--- config.mk ---
export PLATFORM = sky130hd
export DESIGN_NAME = perf_counter_reader
export DESIGN_NICKNAME = d
export VERILOG_FILES = /design/src/rtl/perf_pkg.sv /design/src/rtl/snapshot_serializer.sv /design/src/rtl/perf_counter_reader.sv
export SDC_FILE = /design/constraint.sdc
export NUM_CORES = 1
export LEC_CHECK = 0
export CORE_AREA = 2 2 126 128
export CTS_CLUSTER_SIZE = 10
export DETAILED_ROUTE_END_ITERATION = 6
export DIE_AREA = 0 0 128 130
export DONT_BUFFER_PORTS = 1
export GPL_TIMING_DRIVEN = 1
export PLACE_DENSITY = 0.59
export SLEW_MARGIN = 10
export SYNTH_ARGS = -nofsm -noshare
export SYNTH_HDL_FRONTEND = slang
export SYNTH_SLANG_ARGS = --single-unit
--- constraint.sdc ---
create_clock -name clk -period 1.5 [get_ports clk]
set_input_delay 0.075 -clock clk [delete_from_list [all_inputs] [get_ports clk]]
set_output_delay 0.075 -clock clk [all_outputs]
set_load 0.01 [all_outputs]
--- src/rtl/perf_pkg.sv ---
// Shared constants and types for the cache performance-counter readout path.
package perf_pkg;

  localparam int unsigned NUM_COUNTERS = 4;
  localparam logic [7:0]  FRAME_HEADER = 8'hA5;

  typedef enum logic [1:0] {
    IDLE,
    HEADER,
    PAYLOAD
  } reader_state_t;

  // Enumeration order is the order counters appear on the wire.
  typedef enum logic [1:0] {
    HIT,
    MISS,
    READ,
    WRITE
  } ctr_sel_t;

  function automatic int unsigned frame_bytes(input int unsigned width);
    return 1 + NUM_COUNTERS * (width / 8);
  endfunction

endpackage

--- src/rtl/snapshot_serializer.sv ---
// Snapshot register file for the four counters plus the counter/byte pointers
// that walk it little-endian, one byte per advance.
module snapshot_serializer
  import perf_pkg::*;
#(
  parameter int unsigned COUNTER_WIDTHS = 32
) (
  input  logic                                         clk,
  input  logic                                         reset,
  input  logic                                         load_i,
  input  logic                                         advance_i,
  input  logic [NUM_COUNTERS-1:0][COUNTER_WIDTHS-1:0]  values_i,
  output logic [7:0]                                   byte_o,
  output logic                                         is_last_o
);

  localparam int unsigned B  = COUNTER_WIDTHS / 8;
  localparam int unsigned BW = (B > 1) ? $clog2(B) : 1;
  localparam logic [BW-1:0] BYTE_LAST = BW'(B - 1);

  logic [NUM_COUNTERS-1:0][COUNTER_WIDTHS-1:0] snap_q;
  ctr_sel_t                                    ctr_idx_q;
  logic [BW-1:0]                               byte_idx_q;
  logic [COUNTER_WIDTHS-1:0]                   cur_ctr;

  always_ff @(posedge clk) begin
    if (!reset) begin
      snap_q     <= '0;
      ctr_idx_q  <= HIT;
      byte_idx_q <= '0;
    end else if (load_i) begin
      snap_q     <= values_i;
      ctr_idx_q  <= HIT;
      byte_idx_q <= '0;
    end else if (advance_i) begin
      if (byte_idx_q == BYTE_LAST) begin
        byte_idx_q <= '0;
        ctr_idx_q  <= ctr_sel_t'(2'(ctr_idx_q) + 2'd1);
      end else begin
        byte_idx_q <= byte_idx_q + BW'(1);
      end
    end
  end

  assign cur_ctr   = snap_q[2'(ctr_idx_q)];
  assign byte_o    = 8'(cur_ctr >> {byte_idx_q, 3'b000});
  assign is_last_o = (ctr_idx_q == WRITE) && (byte_idx_q == BYTE_LAST);

endmodule

--- src/rtl/perf_counter_reader.sv ---
// Counter readout engine: snapshots the four cache counters on request, optionally
// strobes a clear, and streams A5 + little-endian counter bytes over valid/ready.
module perf_counter_reader
  import perf_pkg::*;
#(
  parameter int unsigned COUNTER_WIDTHS = 32
) (
  input  logic                      clk,
  input  logic                      reset,
  input  logic [COUNTER_WIDTHS-1:0] hit_value,
  input  logic [COUNTER_WIDTHS-1:0] miss_value,
  input  logic [COUNTER_WIDTHS-1:0] read_value,
  input  logic [COUNTER_WIDTHS-1:0] write_value,
  input  logic                      req_valid,
  input  logic                      req_clear,
  output logic                      req_ready,
  output logic                      clear_counters,
  output logic                      out_valid,
  input  logic                      out_ready,
  output logic [7:0]                out_data,
  output logic                      out_last
);

  reader_state_t state_q;
  logic          clear_q;
  logic          load;
  logic          advance;
  logic [7:0]    ser_byte;
  logic          ser_last;
  logic [NUM_COUNTERS-1:0][COUNTER_WIDTHS-1:0] live_values;

  // Index 0 is the first counter streamed (hit), matching ctr_sel_t.
  assign live_values = {write_value, read_value, miss_value, hit_value};
  assign load        = (state_q == IDLE) && req_valid;
  assign advance     = (state_q == PAYLOAD) && out_ready;

  snapshot_serializer #(
    .COUNTER_WIDTHS(COUNTER_WIDTHS)
  ) u_ser (
    .clk      (clk),
    .reset    (reset),
    .load_i   (load),
    .advance_i(advance),
    .values_i (live_values),
    .byte_o   (ser_byte),
    .is_last_o(ser_last)
  );

  // Readout FSM; the clear strobe is a one-cycle pulse following acceptance.
  always_ff @(posedge clk) begin
    if (!reset) begin
      state_q <= IDLE;
      clear_q <= 1'b0;
    end else begin
      clear_q <= 1'b0;
      case (state_q)
        IDLE: begin
          if (req_valid) begin
            state_q <= HEADER;
            clear_q <= req_clear;
          end
        end
        HEADER: begin
          if (out_ready) state_q <= PAYLOAD;
        end
        PAYLOAD: begin
          if (out_ready && ser_last) state_q <= IDLE;
        end
        default: state_q <= IDLE;
      endcase
    end
  end

  assign req_ready      = (state_q == IDLE);
  assign clear_counters = clear_q;
  assign out_valid      = (state_q != IDLE);
  assign out_last       = (state_q == PAYLOAD) && ser_last;
  assign out_data       = (state_q == HEADER)  ? FRAME_HEADER :
                          (state_q == PAYLOAD) ? ser_byte     : 8'h00;

endmodule

==> results by group, run 1 <==
Clock tree
  • Root Buffer Master: clkbuf_16
  • Hold-fix buffers, CTS: 126
  • H-tree depth: 4
  • CTS Buf Count: 17
  • Post-CTS Setup Repair Bufs: 3
  • Clock sink count: 135
  • CTS Buffer Depth: 2
  • Gates resized, CTS repair: 9

Synth
  • Post-synthesis sequential area ratio: 51.3%
  • EDFF count, synth: 0
  • Ys Warns: 0
  • Main area contributors after synthesis: dfxtp_1, a22o_1, mux4_2
  • Post-synth top area cell: dfxtp_1
  • Async SR Flop Fraction: 0%
  • Syn Area/Cell: 12.9 um^2
  • Primary FF master, synth: dfxtp_1
  • Post-Syn Instances: 408
  • Post-synthesis register bit count: 135
  • Synth unique cells: 28
  • Yosys top cell area share: 51.3%
  • Netlist Area Pre-Place: 5270 um^2
  • Net Count, Synth: 543

Run status
  • Log Error: [ERROR RSZ-0060] Max buffer count reached.
  • Outcome: aborted with a tool error
  • Stopping stage: clock tree synthesis

Die
  • Initial Util: 34.1%
  • Die Span Y: 130 um
  • # rows: 46
  • Die X: 128 um
  • IO Pins: 145

Placement
  • Pre-CTS setup slack: -0.248 ns
  • Placer Congestion: 0.792
  • Dpl cells: 594
  • Port Buffers: 0
  • DP HPWL: 10.8 mm
  • Placed Area: 5710 um^2
## metrics by stage
stage               utilization, %  hold slack [ns]
floorplan                        -            0.197
global placement              37.0            0.197
detailed placement            37.0            0.202
## cell usage after synthesis (2+ instances only)
library cell	count
a21oi_1	2
a221o_1	4
a22o_1	132
a22oi_1	4
and2_1	5
and3_1	6
buf_2	31
buf_6	4
clkbuf_1	3
dfxtp_1	135
ha_1	2
inv_1	2
mux2_2	4
mux2i_1	14
mux4_1	4
mux4_2	24
nand2_1	11
nand3_1	3
nor2_1	3
nor2b_1	4
o211ai_1	4
## cells by family after synthesis
kind of cell    synth area share (%)
flops                           51.3
simple gates                    3.45
mux                             15.8
compound gates                  24.1
xor+xnor                       0.166
buf+inv                         4.68
fa+ha+maj                      0.475
==> inputs of run 2 (changes only) <==
--- a/config.mk
+++ b/config.mk
@@ -5,13 +5,12 @@
 export SDC_FILE = /design/constraint.sdc
 export NUM_CORES = 1
 export LEC_CHECK = 0
-export CORE_AREA = 2 2 126 128
-export CTS_CLUSTER_SIZE = 10
+export CORE_AREA = 2 2 166 168
 export DETAILED_ROUTE_END_ITERATION = 6
-export DIE_AREA = 0 0 128 130
+export DIE_AREA = 0 0 168 170
 export DONT_BUFFER_PORTS = 1
 export GPL_TIMING_DRIVEN = 1
-export PLACE_DENSITY = 0.59
+export PLACE_DENSITY_LB_ADDON = 0.15
 export SLEW_MARGIN = 10
 export SYNTH_ARGS = -nofsm -noshare
 export SYNTH_HDL_FRONTEND = slang
==> constraint.sdc (replaced) <==
create_clock -name clk -period 1.95 [get_ports clk]
set_input_delay 0.0975 -clock clk [delete_from_list [all_inputs] [get_ports clk]]
set_output_delay 0.0975 -clock clk [all_outputs]
set_load 0.01 [all_outputs]
==> run 2 against run 1 <==
The flow now finishes, with violations (negative setup slack). Synthesized cell count is the same. Synthesized area is the same.
==> results by group, run 2 <==
Detailed routing
  • Vias/cell: 4.46
  • Drt wl/cell: 19.2 um
  • Via count: 4054
  • DRT Pass-1 Iters: 4
  • Post-DRT Antenna Nets: 0
  • Residual DRC: 0
  • DRT iter0 DRCs: 181
  • Drt total wl: 17.5 mm

STA
  • Relative slew slack: 64.5%
  • Final Hold Viols: 0
  • Fmax: 449 MHz
  • Slew @ Worst Pin: 0.533 ns
  • Setup-failing EPs final: 8
  • Fin Setup TNS: -1.88 ns
  • Pins Over Slew Limit: 0
  • RSZ-0062 raised after global routing: yes
  • Setup ws final: -0.278 ns
  • Fin crit share: 114%
  • Minimum clock period: 2.23 ns
  • Clock Skew: 0.0106 ns

Die
  • Die ar.: 28600 um^2
  • IO Pins: 145 (unchanged)
  • # rows: 60 (was 46)
  • Die X: 168 um (was 128 um)
  • Die Span Y: 170 um (was 130 um)
  • Initial Util: 19.8% (was 34.1%)
  • Core footprint: 26700 um^2

Placement
  • Placed Area: 5740 um^2 (was 5710 um^2)
  • Port Buffers: 0 (unchanged)
  • DP HPWL: 12.1 mm (was 10.8 mm)
  • Placer Congestion: 0.709 (was 0.792)
  • Dpl cells: 733 (was 594)

Clock tree
  • CTS Buffer Depth: 2 (unchanged)
  • H-tree depth: 4 (unchanged)
  • TritonCTS clock tree: built
  • CTS Buf Count: 17 (unchanged)
  • Clock sink count: 135 (unchanged)
  • Clock Pin Slew Worst Setup and Hold Paths: 0.06 ns
  • Clock Latency Late Sink: 0.41 ns
  • Root Buffer Master: clkbuf_16 (unchanged)

Synth
  • Post-synthesis register bit count: 135 (unchanged)
  • Post-synthesis sequential area ratio: 51.3% (unchanged)
  • Net Count, Synth: 543 (unchanged)
  • Ys Warns: 0 (unchanged)
  • Commonest cells in the netlist: dfxtp_1, a22o_1, buf_2, mux4_2, mux2i_1 (unchanged)
  • Synth unique cells: 28 (unchanged)
  • Post-Syn Instances: 408 (unchanged)
  • Post-synth top area cell: dfxtp_1 (unchanged)
  • Async SR Flop Fraction: 0% (unchanged)
  • Most numerous cell in the Yosys netlist: dfxtp_1 (unchanged)
  • Syn Area/Cell: 12.9 um^2 (unchanged)
  • Main area contributors after synthesis: dfxtp_1, a22o_1, mux4_2 (unchanged)
  • Yosys top cell area share: 51.3% (unchanged)
  • Primary FF master, synth: dfxtp_1 (unchanged)
  • Netlist Area Pre-Place: 5270 um^2 (unchanged)
  • EDFF count, synth: 0 (unchanged)

Critical path
  • Highest net fanout along the worst path: 6
  • Worst setup path category: reg2out
  • Worst EP arrival: 2.13 ns
  • Reg2Reg Depth: 7
  • CP Capture Type: output port
  • Reg2reg start: u_ser.ctr_idx_q[0]
  • Reg2Reg Setup Slack: 0.07 ns
  • Reg2reg end: state_q[1]
  • Critical Path Source Type: flip-flop
  • Worst Path Required: 1.85 ns

Power
  • VDD IR max: 0.488 mV
  • Total power draw: 0.00699 W
  • Pleak: 2.98 nW
  • PwrDens: 896 nW/um^2

Run status
  • Outcome: complete, but fails checks (was aborted with a tool error)
  • Violated checks: negative setup slack

Finish
  • Largest register FFs: 128
  • Biggest register: u_ser.snap_q
  • Finished Cell Area: 7790 um^2
  • Core Util, Final: 29.2%
  • Commonest non-fill, non-tap cell in the layout: dlygate4sd3_1
  • Area grow syn2layout: 48.0%
  • Layout Cells excl Fill: 909
  • Most frequent cells in the layout: dlygate4sd3_1, dfxtp_1, a22o_1
  • Nets: 689
  • Share of cells above drive strength 1: 18.5%
  • Fill cells: 2721

Global routing
  • GRT overflow: 0
  • Initial antenna violation count: 1
  • First-pass GRT wire length: 26.6 mm
  • Largest net degree at the start of global routing: 82
  • Total track usage: 12.4%
  • Number of global-route vias before repair: 4283

Worst hold path
  • Hold depth: 3
  • Min-delay src: req_valid
  • Hold/Removal Path Class: in2reg
  • Hold EP: u_ser.snap_q[126]

Run
  • Max-Cap Viols: 0
## run 2: cell type report
class / instances / area [um^2] / share of cell area (%)
clock buffers: 20 / 467 / 5.99
clock inverters: 12 / 118 / 1.51
well taps: 341 / 427 / 5.47
repair buffers: 167 / 1730 / 22.2
inverters: 2 / 7.51 / 0.0963
flip-flops and latches: 135 / 2710 / 34.8
multi-input cells: 231 / 2330 / 29.9
diodes: 1 / 2.50 / 0.0321
## run 2: where the power goes
group,switching (W),total (W),internal [W]
Combinational,0.000301,0.000740,0.000439
Sequential,0.000115,0.00306,0.00295
Clock,0.00131,0.00318,0.00188
Total,0.00172,0.00699,0.00526
## run 2: cell families (layout without fill, tap and decap cells)
| group | count (synthesis) | after routing | synth area share (%) |
|---|---|---|---|
| AOI/OAI and AO/OA | 147 | 147 | 24.1 |
| xor gates and xnor gates | 1 | 1 | 0.166 |
| adders and majority gates | 2 | 2 | 0.475 |
| buffers and inverters | 42 | 201 | 4.68 |
| DFF | 135 | 135 | 51.3 |
| muxes | 46 | 46 | 15.8 |
| other | 0 | 1 | 0 |
| and+or+nand+nor | 35 | 35 | 3.45 |
## run 2: worst max-delay path by stage
stage / start / end / slack [ns] / depth (start not counted)
CTS: u_ser.ctr_idx_q[0] / out_data[3] / -0.29 / 4
detailed placement: u_ser.ctr_idx_q[0] / out_data[6] / 0.05 / 4
global placement: u_ser.ctr_idx_q[0] / out_data[3] / 0.08 / 4
finish: u_ser.ctr_idx_q[0] / out_data[6] / -0.28 / 6
global route: u_ser.ctr_idx_q[0] / out_data[4] / -0.35 / 6
floorplan: u_ser.ctr_idx_q[0] / out_data[6] / 0.31 / 4
## run 2: stage by stage
step | hold WS, ns | setup WS [ns]
floorplan | 0.219 | 0.308
detailed placement | 0.224 | 0.0534
global placement | 0.221 | 0.0789
global route | 0.253 | -0.353
CTS | 0.234 | -0.295
finish | 0.251 | -0.278
## run 2: repair_timing
item                                    CTS  global route
setup buffers                             6             3
gates cloned                              1             0
hold buffers                            134             0
endpoints found under the setup margin    8             9
resized for setup                        13             6
endpoints found under the hold margin   135             0
pin swaps                                 7             1
## run 2: per-layer routing
layer	track usage, %	vias up	part of all wire [%]
li1	-	1922	-
met1	16.6	2040	48
met2	19.8	88	47
met3	2.93	4	3.9
met4	3.74	0	0.71
met5	0	-	0
## run 2: critical path, stage by stage (launching register included)
cell	delay, ns
dfxtp_4	0.39
buf_12	0.15
buf_12	0.13
mux2i_2	0.23
a22oi_2	0.12
a22o_1	0.25
a221o_1	0.43
(Power assumes the default switching activity.)
